--- src/rtl/adiv5_pkg.sv ---
// rtl/adiv5_pkg.sv - shared ADIv5 command/response types, register maps and responder constants
//
// Purpose : types and constants shared by the ADIv5 initiators and the
//           target-side DP/MEM-AP responder.
// Ports   : none (package).
// Config  : none here; ADIV5_SUBWORD_EN is consumed by adiv5_dp_responder.
package adiv5_pkg;

  typedef enum logic [2:0] {
    STAT_FAULT   = 3'b001,
    STAT_TIMEOUT = 3'b010,
    STAT_OK      = 3'b100
  } adiv5_stat_e;

  typedef struct packed {
    logic [31:0] data;
    logic [1:0]  addr;
    logic        apndp;
    logic        rnw;
  } adiv5_cmd_t;

  typedef struct packed {
    logic [31:0] data;
    adiv5_stat_e stat;
  } adiv5_resp_t;

  typedef enum logic [1:0] {
    DP_ABORT_IDR = 2'd0,
    DP_CTRL_STAT = 2'd1,
    DP_SELECT    = 2'd2,
    DP_RDBUFF    = 2'd3
  } adiv5_dp_addr_e;

  // AP register word index = {SELECT.apbank, cmd addr}
  typedef enum logic [5:0] {
    APREG_CSW  = 6'h00,
    APREG_TAR  = 6'h01,
    APREG_DRW  = 6'h03,
    APREG_BD0  = 6'h04,
    APREG_BD1  = 6'h05,
    APREG_BD2  = 6'h06,
    APREG_BD3  = 6'h07,
    APREG_CFG  = 6'h3D,
    APREG_BASE = 6'h3E,
    APREG_IDR  = 6'h3F
  } adiv5_ap_addr_e;

  typedef struct packed {
    logic        dbg_enabled;
    logic [22:0] rsvd_30_8;
    logic        tip;
    logic        rsvd_6;
    logic [1:0]  autoinc;
    logic        rsvd_3;
    logic [2:0]  width;
  } adiv5_csw_t;

  typedef struct packed {
    logic [7:0]  apsel;
    logic [15:0] rsvd_23_8;
    logic [3:0]  apbank;
    logic [3:0]  dpbank;
  } adiv5_select_t;

  localparam logic [2:0] CSW_BYTE = 3'b000;
  localparam logic [2:0] CSW_HALF = 3'b001;
  localparam logic [2:0] CSW_WORD = 3'b010;

  localparam logic [1:0] INC_NONE   = 2'b00;
  localparam logic [1:0] INC_SINGLE = 2'b01;
  localparam logic [1:0] INC_PACKED = 2'b10;

  localparam int CS_CSYSPWRUPACK = 31;
  localparam int CS_CSYSPWRUPREQ = 30;
  localparam int CS_CDBGPWRUPACK = 29;
  localparam int CS_CDBGPWRUPREQ = 28;
  localparam int CS_STICKYERR    = 5;
  localparam int ABORT_STKERRCLR = 2;

  typedef enum logic [1:0] {
    RSP_IDLE = 2'd0,
    RSP_BUS  = 2'd1,
    RSP_RESP = 2'd2
  } adiv5_rsp_state_e;

  localparam logic [31:0] DEFAULT_DPIDR   = 32'h2BA0_1477;
  localparam logic [31:0] DEFAULT_AP_IDR  = 32'h2477_0011;
  localparam logic [31:0] DEFAULT_AP_BASE = 32'hE00F_F003;

  // Byte lanes touched by an access of the given CSW width at addr_lo.
  function automatic logic [3:0] lane_enables(input logic [2:0] width, input logic [1:0] addr_lo);
    logic [3:0] be;
    case (width)
      CSW_BYTE: be = 4'b0001 << addr_lo;
      CSW_HALF: be = 4'b0011 << {addr_lo[1], 1'b0};
      default:  be = 4'b1111;
    endcase
    return be;
  endfunction

  // TAR increment for one DRW transfer; packed mode steps like single.
  function automatic logic [9:0] inc_step(input logic [2:0] width);
    logic [9:0] step;
    case (width)
      CSW_BYTE: step = 10'd1;
      CSW_HALF: step = 10'd2;
      default:  step = 10'd4;
    endcase
    return step;
  endfunction

endpackage

--- src/rtl/adiv5_memap_bus.sv ---
// rtl/adiv5_memap_bus.sv - MEM-AP bus master: req/ack handshake, timeout and byte enables
//
// Purpose : runs one memory access per start pulse, holds mem_req until
//           mem_ack or TIMEOUT request cycles, reports OK/FAULT/TIMEOUT.
// Ports   : clk, rst (async, active high)
//           start, start_we, start_addr, start_width, start_wdata - launch
//           mem_req/mem_we/mem_addr/mem_be/mem_wdata -> bus, mem_ack/mem_err/mem_rdata <- bus
//           done (one cycle, combinational), done_stat, done_rdata
module adiv5_memap_bus
  import adiv5_pkg::*;
#(
  parameter int TIMEOUT = 255
) (
  input  logic        clk,
  input  logic        rst,
  input  logic        start,
  input  logic        start_we,
  input  logic [31:0] start_addr,
  input  logic [2:0]  start_width,
  input  logic [31:0] start_wdata,
  output logic        mem_req,
  output logic        mem_we,
  output logic [31:0] mem_addr,
  output logic [3:0]  mem_be,
  output logic [31:0] mem_wdata,
  input  logic        mem_ack,
  input  logic        mem_err,
  input  logic [31:0] mem_rdata,
  output logic        done,
  output adiv5_stat_e done_stat,
  output logic [31:0] done_rdata
);

  localparam int CW = $clog2(TIMEOUT + 1);

  // Number of completed request cycles without an ack; the edge that would
  // complete the TIMEOUT-th cycle ends the access.
  logic [CW-1:0] wait_cnt;
  logic          timed_out;

  assign timed_out  = (wait_cnt == CW'(TIMEOUT - 1));
  assign done       = mem_req && (mem_ack || timed_out);
  assign done_rdata = mem_rdata;

  always_comb begin
    done_stat = STAT_OK;
    if (mem_ack) begin
      if (mem_err) done_stat = STAT_FAULT;
    end else if (timed_out) begin
      done_stat = STAT_TIMEOUT;
    end
  end

  always_ff @(posedge clk or posedge rst) begin
    if (rst) begin
      mem_req   <= 1'b0;
      mem_we    <= 1'b0;
      mem_addr  <= '0;
      mem_be    <= '0;
      mem_wdata <= '0;
      wait_cnt  <= '0;
    end else if (start) begin
      mem_req   <= 1'b1;
      mem_we    <= start_we;
      mem_addr  <= start_addr;
      mem_be    <= lane_enables(start_width, start_addr[1:0]);
      mem_wdata <= start_wdata;
      wait_cnt  <= '0;
    end else if (mem_req) begin
      if (done) mem_req  <= 1'b0;
      else      wait_cnt <= wait_cnt + CW'(1);
    end
  end

endmodule

--- src/rtl/adiv5_dp_responder.sv ---
// rtl/adiv5_dp_responder.sv - target-side ADIv5 DP plus single MEM-AP responder
//
// Purpose : consumes 36-bit {data,addr,APnDP,RnW} commands, returns 35-bit
//           {data,stat} responses; DRW/BDn accesses run on the memory bus.
// Ports   : clk, rst (async, active high)
//           cmd_valid/cmd_ready/cmd_data[35:0]     - command stream
//           resp_valid/resp_ready/resp_data[34:0]  - response stream
//           mem_req/mem_we/mem_addr/mem_be/mem_wdata, mem_ack/mem_err/mem_rdata - bus
// Config  : ADIV5_SUBWORD_EN enables byte/half CSW widths; otherwise width is fixed WORD.
module adiv5_dp_responder
  import adiv5_pkg::*;
#(
  parameter logic [31:0] DPIDR   = DEFAULT_DPIDR,
  parameter logic [31:0] AP_IDR  = DEFAULT_AP_IDR,
  parameter logic [31:0] AP_BASE = DEFAULT_AP_BASE,
  parameter int          TIMEOUT = 255
) (
  input  logic        clk,
  input  logic        rst,
  input  logic        cmd_valid,
  output logic        cmd_ready,
  input  logic [35:0] cmd_data,
  output logic        resp_valid,
  input  logic        resp_ready,
  output logic [34:0] resp_data,
  output logic        mem_req,
  output logic        mem_we,
  output logic [31:0] mem_addr,
  output logic [3:0]  mem_be,
  output logic [31:0] mem_wdata,
  input  logic        mem_ack,
  input  logic        mem_err,
  input  logic [31:0] mem_rdata
);

  adiv5_rsp_state_e state, state_next;
  adiv5_cmd_t       cmd;
  adiv5_select_t    select_q;
  adiv5_csw_t       csw_rd;

  logic        cmd_ready_q;
  logic        sys_pwrup_req, dbg_pwrup_req, sticky_err;
  logic [31:0] rdbuff, tar;
  logic [1:0]  csw_autoinc;
  logic [2:0]  csw_width;
  logic        bus_is_drw, bus_is_read;
  logic [34:0] resp_q;

  logic        accept, bus_start;
  logic [5:0]  ap_reg;
  logic        ap_direct, ap_is_bd, ap_mem_access;
  logic [31:0] bus_addr, ctrl_stat, ap_read_value;
  logic [31:0] imm_data;
  adiv5_stat_e imm_stat;

  logic        bus_done;
  adiv5_stat_e bus_stat;
  logic [31:0] bus_rdata;

  assign cmd        = adiv5_cmd_t'(cmd_data);
  assign cmd_ready  = cmd_ready_q;
  assign resp_valid = (state == RSP_RESP);
  assign resp_data  = resp_q;

  assign accept    = (state == RSP_IDLE) && cmd_ready_q && cmd_valid;
  assign ap_reg    = {select_q.apbank, cmd.addr};
  // AP access that actually reaches the MEM-AP (no sticky error, AP 0 selected)
  assign ap_direct = cmd.apndp && !sticky_err && (select_q.apsel == 8'h00);
  assign ap_is_bd  = (ap_reg[5:2] == 4'b0001);
  assign ap_mem_access = ap_direct && ((ap_reg == APREG_DRW) || ap_is_bd);
  assign bus_addr  = ap_is_bd ? {tar[31:4], ap_reg[1:0], 2'b00} : tar;

  always_comb begin
    ctrl_stat                  = '0;
    ctrl_stat[CS_CSYSPWRUPACK] = sys_pwrup_req;
    ctrl_stat[CS_CSYSPWRUPREQ] = sys_pwrup_req;
    ctrl_stat[CS_CDBGPWRUPACK] = dbg_pwrup_req;
    ctrl_stat[CS_CDBGPWRUPREQ] = dbg_pwrup_req;
    ctrl_stat[CS_STICKYERR]    = sticky_err;
  end

  always_comb begin
    csw_rd             = '0;
    csw_rd.dbg_enabled = 1'b1;
    csw_rd.tip         = (state == RSP_BUS);
    csw_rd.autoinc     = csw_autoinc;
    csw_rd.width       = csw_width;
  end

  always_comb begin
    ap_read_value = '0;
    case (ap_reg)
      APREG_CSW:  ap_read_value = csw_rd;
      APREG_TAR:  ap_read_value = tar;
      APREG_BASE: ap_read_value = AP_BASE;
      APREG_IDR:  ap_read_value = AP_IDR;
      default:    ap_read_value = '0;
    endcase
  end

  // Response for commands that complete without bus activity.
  always_comb begin
    imm_data = '0;
    imm_stat = STAT_OK;
    if (!cmd.apndp) begin
      if (cmd.rnw) begin
        case (cmd.addr)
          DP_ABORT_IDR: imm_data = DPIDR;
          DP_CTRL_STAT: imm_data = ctrl_stat;
          DP_SELECT:    imm_data = select_q;
          default:      imm_data = rdbuff;
        endcase
      end
    end else if (sticky_err) begin
      imm_stat = STAT_FAULT;
    end else if (ap_direct && cmd.rnw) begin
      imm_data = rdbuff;  // posted read: hand back the previous result
    end
  end

  always_comb begin
    state_next = state;
    bus_start  = 1'b0;
    case (state)
      RSP_IDLE: begin
        if (accept) begin
          if (ap_mem_access) begin
            state_next = RSP_BUS;
            bus_start  = 1'b1;
          end else begin
            state_next = RSP_RESP;
          end
        end
      end
      RSP_BUS:  if (bus_done) state_next = RSP_RESP;
      RSP_RESP: if (resp_ready) state_next = RSP_IDLE;
      default:  state_next = RSP_IDLE;
    endcase
  end

  always_ff @(posedge clk or posedge rst) begin
    if (rst) begin
      state       <= RSP_IDLE;
      cmd_ready_q <= 1'b0;
    end else begin
      state       <= state_next;
      cmd_ready_q <= (state_next == RSP_IDLE);
    end
  end

  always_ff @(posedge clk or posedge rst) begin
    if (rst) begin
      resp_q        <= '0;
      sys_pwrup_req <= 1'b0;
      dbg_pwrup_req <= 1'b0;
      sticky_err    <= 1'b0;
      select_q      <= '0;
      rdbuff        <= '0;
      tar           <= '0;
      csw_autoinc   <= INC_NONE;
      bus_is_drw    <= 1'b0;
      bus_is_read   <= 1'b0;
    end else if (accept) begin
      resp_q      <= {imm_data, imm_stat};
      bus_is_drw  <= (ap_reg == APREG_DRW);
      bus_is_read <= cmd.rnw;
      if (!cmd.apndp) begin
        if (!cmd.rnw) begin
          case (cmd.addr)
            DP_ABORT_IDR: if (cmd.data[ABORT_STKERRCLR]) sticky_err <= 1'b0;
            DP_CTRL_STAT: begin
              sys_pwrup_req <= cmd.data[CS_CSYSPWRUPREQ];
              dbg_pwrup_req <= cmd.data[CS_CDBGPWRUPREQ];
            end
            DP_SELECT: select_q <= {cmd.data[31:24], 16'h0000, cmd.data[7:0]};
            default: ;
          endcase
        end
      end else if (ap_direct && !ap_mem_access) begin
        if (cmd.rnw) begin
          rdbuff <= ap_read_value;
        end else begin
          case (ap_reg)
            APREG_CSW: csw_autoinc <= cmd.data[5:4];
            APREG_TAR: tar         <= cmd.data;
            default: ;
          endcase
        end
      end
    end else if ((state == RSP_BUS) && bus_done) begin
      resp_q <= {(bus_is_read && (bus_stat == STAT_OK)) ? rdbuff : 32'h0, bus_stat};
      if (bus_stat == STAT_FAULT) sticky_err <= 1'b1;
      if (bus_stat == STAT_OK) begin
        if (bus_is_read) rdbuff <= bus_rdata;
        // TAR[31:10] is frozen, so incrementing wraps within the 1 KB page.
        if (bus_is_drw && ((csw_autoinc == INC_SINGLE) || (csw_autoinc == INC_PACKED)))
          tar <= {tar[31:10], tar[9:0] + inc_step(csw_width)};
      end
    end
  end

`ifdef ADIV5_SUBWORD_EN
  always_ff @(posedge clk or posedge rst) begin
    if (rst) begin
      csw_width <= CSW_WORD;
    end else if (accept && ap_direct && !cmd.rnw && (ap_reg == APREG_CSW)) begin
      csw_width <= cmd.data[2:0];
    end
  end
`else
  assign csw_width = CSW_WORD;
`endif

  adiv5_memap_bus #(
    .TIMEOUT (TIMEOUT)
  ) u_bus (
    .clk         (clk),
    .rst         (rst),
    .start       (bus_start),
    .start_we    (!cmd.rnw),
    .start_addr  (bus_addr),
    .start_width (csw_width),
    .start_wdata (cmd.data),
    .mem_req     (mem_req),
    .mem_we      (mem_we),
    .mem_addr    (mem_addr),
    .mem_be      (mem_be),
    .mem_wdata   (mem_wdata),
    .mem_ack     (mem_ack),
    .mem_err     (mem_err),
    .mem_rdata   (mem_rdata),
    .done        (bus_done),
    .done_stat   (bus_stat),
    .done_rdata  (bus_rdata)
  );

endmodule

--- config.mk ---
export PLATFORM = sky130hd
export DESIGN_NAME = adiv5_dp_responder
export DESIGN_NICKNAME = d
export VERILOG_FILES = /design/src/rtl/adiv5_pkg.sv /design/src/rtl/adiv5_memap_bus.sv /design/src/rtl/adiv5_dp_responder.sv
export SDC_FILE = /design/constraint.sdc
export NUM_CORES = 1
export LEC_CHECK = 0
export ABC_AREA = 1
export BUFFER_PORTS_ARGS = -buffer_cell sky130_fd_sc_hd__buf_2
export CAP_MARGIN = 20
export CORE_ASPECT_RATIO = 1.1
export CORE_MARGIN = 8
export CORE_UTILIZATION = 55
export CTS_BUF_LIST = sky130_fd_sc_hd__clkbuf_2 sky130_fd_sc_hd__clkbuf_4 sky130_fd_sc_hd__clkbuf_8
export DETAILED_ROUTE_END_ITERATION = 6
export GPL_TIMING_DRIVEN = 0
export PLACE_DENSITY = 0.81
export SYNTH_ARGS = -nofsm -noshare
export SYNTH_HDL_FRONTEND = slang
export SYNTH_HIERARCHICAL = 1
export SYNTH_SLANG_ARGS = --single-unit
--- constraint.sdc ---
create_clock -name clk -period 10.4 [get_ports clk]
set_input_delay 3.12 -clock clk [delete_from_list [all_inputs] [get_ports clk]]
set_output_delay 3.12 -clock clk [all_outputs]
set_load 0.05 [all_outputs]
==> impl_metrics.toml <==
[yosys]
ys_ff_latch = 203
ys_warn_count = 6
synth_edf_count = 0
netlist_area_mm2 = 0.00998
async_flop_share_pct = 100
synth_seq_area_share_pct = 50.9
syn-mean-instance-area_um2 = 7.96
synth_cell_types = 45
syn_inst = 1254
synth_flop_cell = "dfrtp_1"

[clock_tree]
root_buffer = "clkbuf_8"
numCtsBuffers = 35
tritoncts = "done"
ctsHoldBuffers = 0
clk_latency_ns = 0.53
clk_pin_slew_worst_paths_ns = 0.06
htreeDepth = 2
cts.path.max_buffers = 3
ctsResizeCount = 0
post_cts_buffers = 0
clock-sinks = 203

[sta]
rsz0062_at_grt = "no"
finalCriticalPeriod_ns = 4.83
setup_tns_ns = 0
timing.final.crit_share_pct = 46.5
hold_viol = 0
drv_slew = 0
fmaxAchievable_mhz = 207
tightest_slew_ns = 0.619
clock_skew_ns = 0.0300
setup_viol = 0
slew-limit-headroom_pct = 58.4

[global_route]
antenna_found_initial = 0
grt-ovfl-total = 0
grt_pass1_vias = 9029
grt_pass1_wl_um = 47800
track_usage_pct = 27.0
grt_max_degree = 84

[final_layout]
layout_common_cells = "nand2_1 (563), dfrtp_1 (203), buf_2 (177)"
final_cell_area_mm2 = 0.0118
multi_input_area_mm2 = 0.00412
n_antenna_cell = 0
nFillCells = 1514
syn_to_final_growth_pct = 18.5
ff_latch_area_mm2 = 0.00508
largest_reg_flops = 35
final_common_cell = "nand2_1"
final_util_pct = 66.7
drive_gt1_share_pct = 22.4
nets = 1518
stdcell_count = 1704

[critical_path]
rrSetupSlack_ns = 7.48
start_kind = "primary input"
cp-end-kind = "flip-flop"
critPathRequiredTime_ns = 10.86
cp_max_fo = 10
critical_path_class = "in2reg"
critPathArrivalTime_ns = 5.29

[pwr]
finalPower_uw = 1630
p_leak_uw = 0.00681
vdd_drop_max_v = 0.000121
power.density_mw_per_mm2 = 138

[routing]
drt_first_pass_iters = 7
vias_per_cell = 5.40
ant_nets = 0
first_iter_violations = 741
wire_per_inst_um = 17.8
drc_errors = 0
routed_wl_um = 30400
vias = 9208

[floorplan]
die_h_um = 157
die_width_um = 144
fp-row-count = 51
start_util_pct = 56.3
die_area_mm2 = 0.0227
core_area_mm2 = 0.0177
ios = 181

[place]
portBuffers = 147
placedCellCount = 1642
dpl.hpwl_um = 23200
gp_congestion = 0.996
place_area_mm2 = 0.0111

[status]
status = "finished clean"

[flow_run]
drv_cap = 0

[hold_path]
min_path_type = "reg2reg"
## path summary, 6_finish.rpt
kind                                     startpoint                  end  cells after the start
worst min-delay path            u_bus/mem_wdata[15]  u_bus/mem_wdata[15]                      2
worst min register to register  u_bus/mem_wdata[15]  u_bus/mem_wdata[15]                      2
worst max-delay path                        mem_ack        resp_data[13]                     11
max in group asynchronous                       rst        resp_data[19]                      3
worst max register to register    u_bus/wait_cnt[0]        resp_data[13]                     14
min in group asynchronous                       rst               tar[8]                      2
## cell type report
cell class,count,share of cell area (%)
plain buffers,88,4.69
clock buffers,53,5.64
clock inverters,9,0.666
inverters,62,2.03
multi-input cells,902,34.8
flip-flops and latches,203,42.9
well taps,238,2.52
repair buffers,149,6.69
## report_power, final
| group | switching [µW] | leakage [µW] | internal [µW] |
|---|---|---|---|
| clock | 332 | 0.000394 | 437 |
| combinational | 45.3 | 0.00361 | 22.8 |
| sequential | 0 | 0.00281 | 790 |
| total | 377 | 0.00681 | 1250 |
## synth_stat cells, types with 2 or more instances
cell        n  area (µm²)
o21ai_1    21         105
or2_2       2        12.5
clkbuf_1   12        45.0
conb_1      2        7.51
mux2_2      5        56.3
and3_1      4        25.0
o22ai_1     3        18.8
buf_6       5        56.3
nor3_1     11        55.1
o21bai_1    2        15.0
nor2_4      3        33.8
nand3_1    70         350
xnor2_1     2        17.5
mux2i_1    10         100
o21ai_0    48         240
nand4_1    26         163
nor2_1     49         184
o21ai_2     3        26.3
dfrtp_1   203        5080
nand2_1   563        2110
inv_1      57         214
nor2_2      9        56.3
ha_1        3        37.5
mux2_1      2        22.5
nand3_2     4        40.0
buf_1       3        11.3
buf_2      30         150
inv_2       5        18.8
a21boi_0    2        15.0
nand2_4     3        33.8
o211ai_1    4        30.0
nand2_2     6        37.5
a21oi_1    20         100
a22oi_1    10        75.1
o221ai_1    6        52.6
buf_4      37         278
## routing by layer
layer / vias to the layer above / GRT usage [%] / routed length, µm
li1: 4365 / - / -
met1: 4306 / 35.1 / 12400
met2: 454 / 43.6 / 14300
met3: 83 / 4.94 / 2590
met4: 0 / 11.6 / 1160
met5: - / 0 / 0
## worst max-delay path: stages
cell     delay [ns]
buf_2          0.11
nand2_1        0.10
inv_1          0.09
nor2_1         0.11
inv_1          0.07
nor3_1         0.49
nand3_1        0.40
nor2_2         0.34
buf_2          0.28
a22oi_1        0.09
nand2_1        0.09
## through the flow
stage | setup WS [ns] | hold slack, ns
after floorplan | 3.95 | 0.442
after global placement | 2.51 | 0.450
after CTS | 5.65 | 0.468
after global routing | 5.43 | 0.488
after detailed placement | 5.10 | 0.453
final | 5.57 | 0.464
## cells by family after synthesis
kind of cell / synth area share [%]
buf+inv: 7.88
compound gates: 7.18
fa+ha+maj: 0.376
other cells: 0.0752
xor+xnor: 0.263
mux: 1.79
flops: 50.9
simple gates: 31.5
No activity file was read; power rests on OpenSTA's default activity.
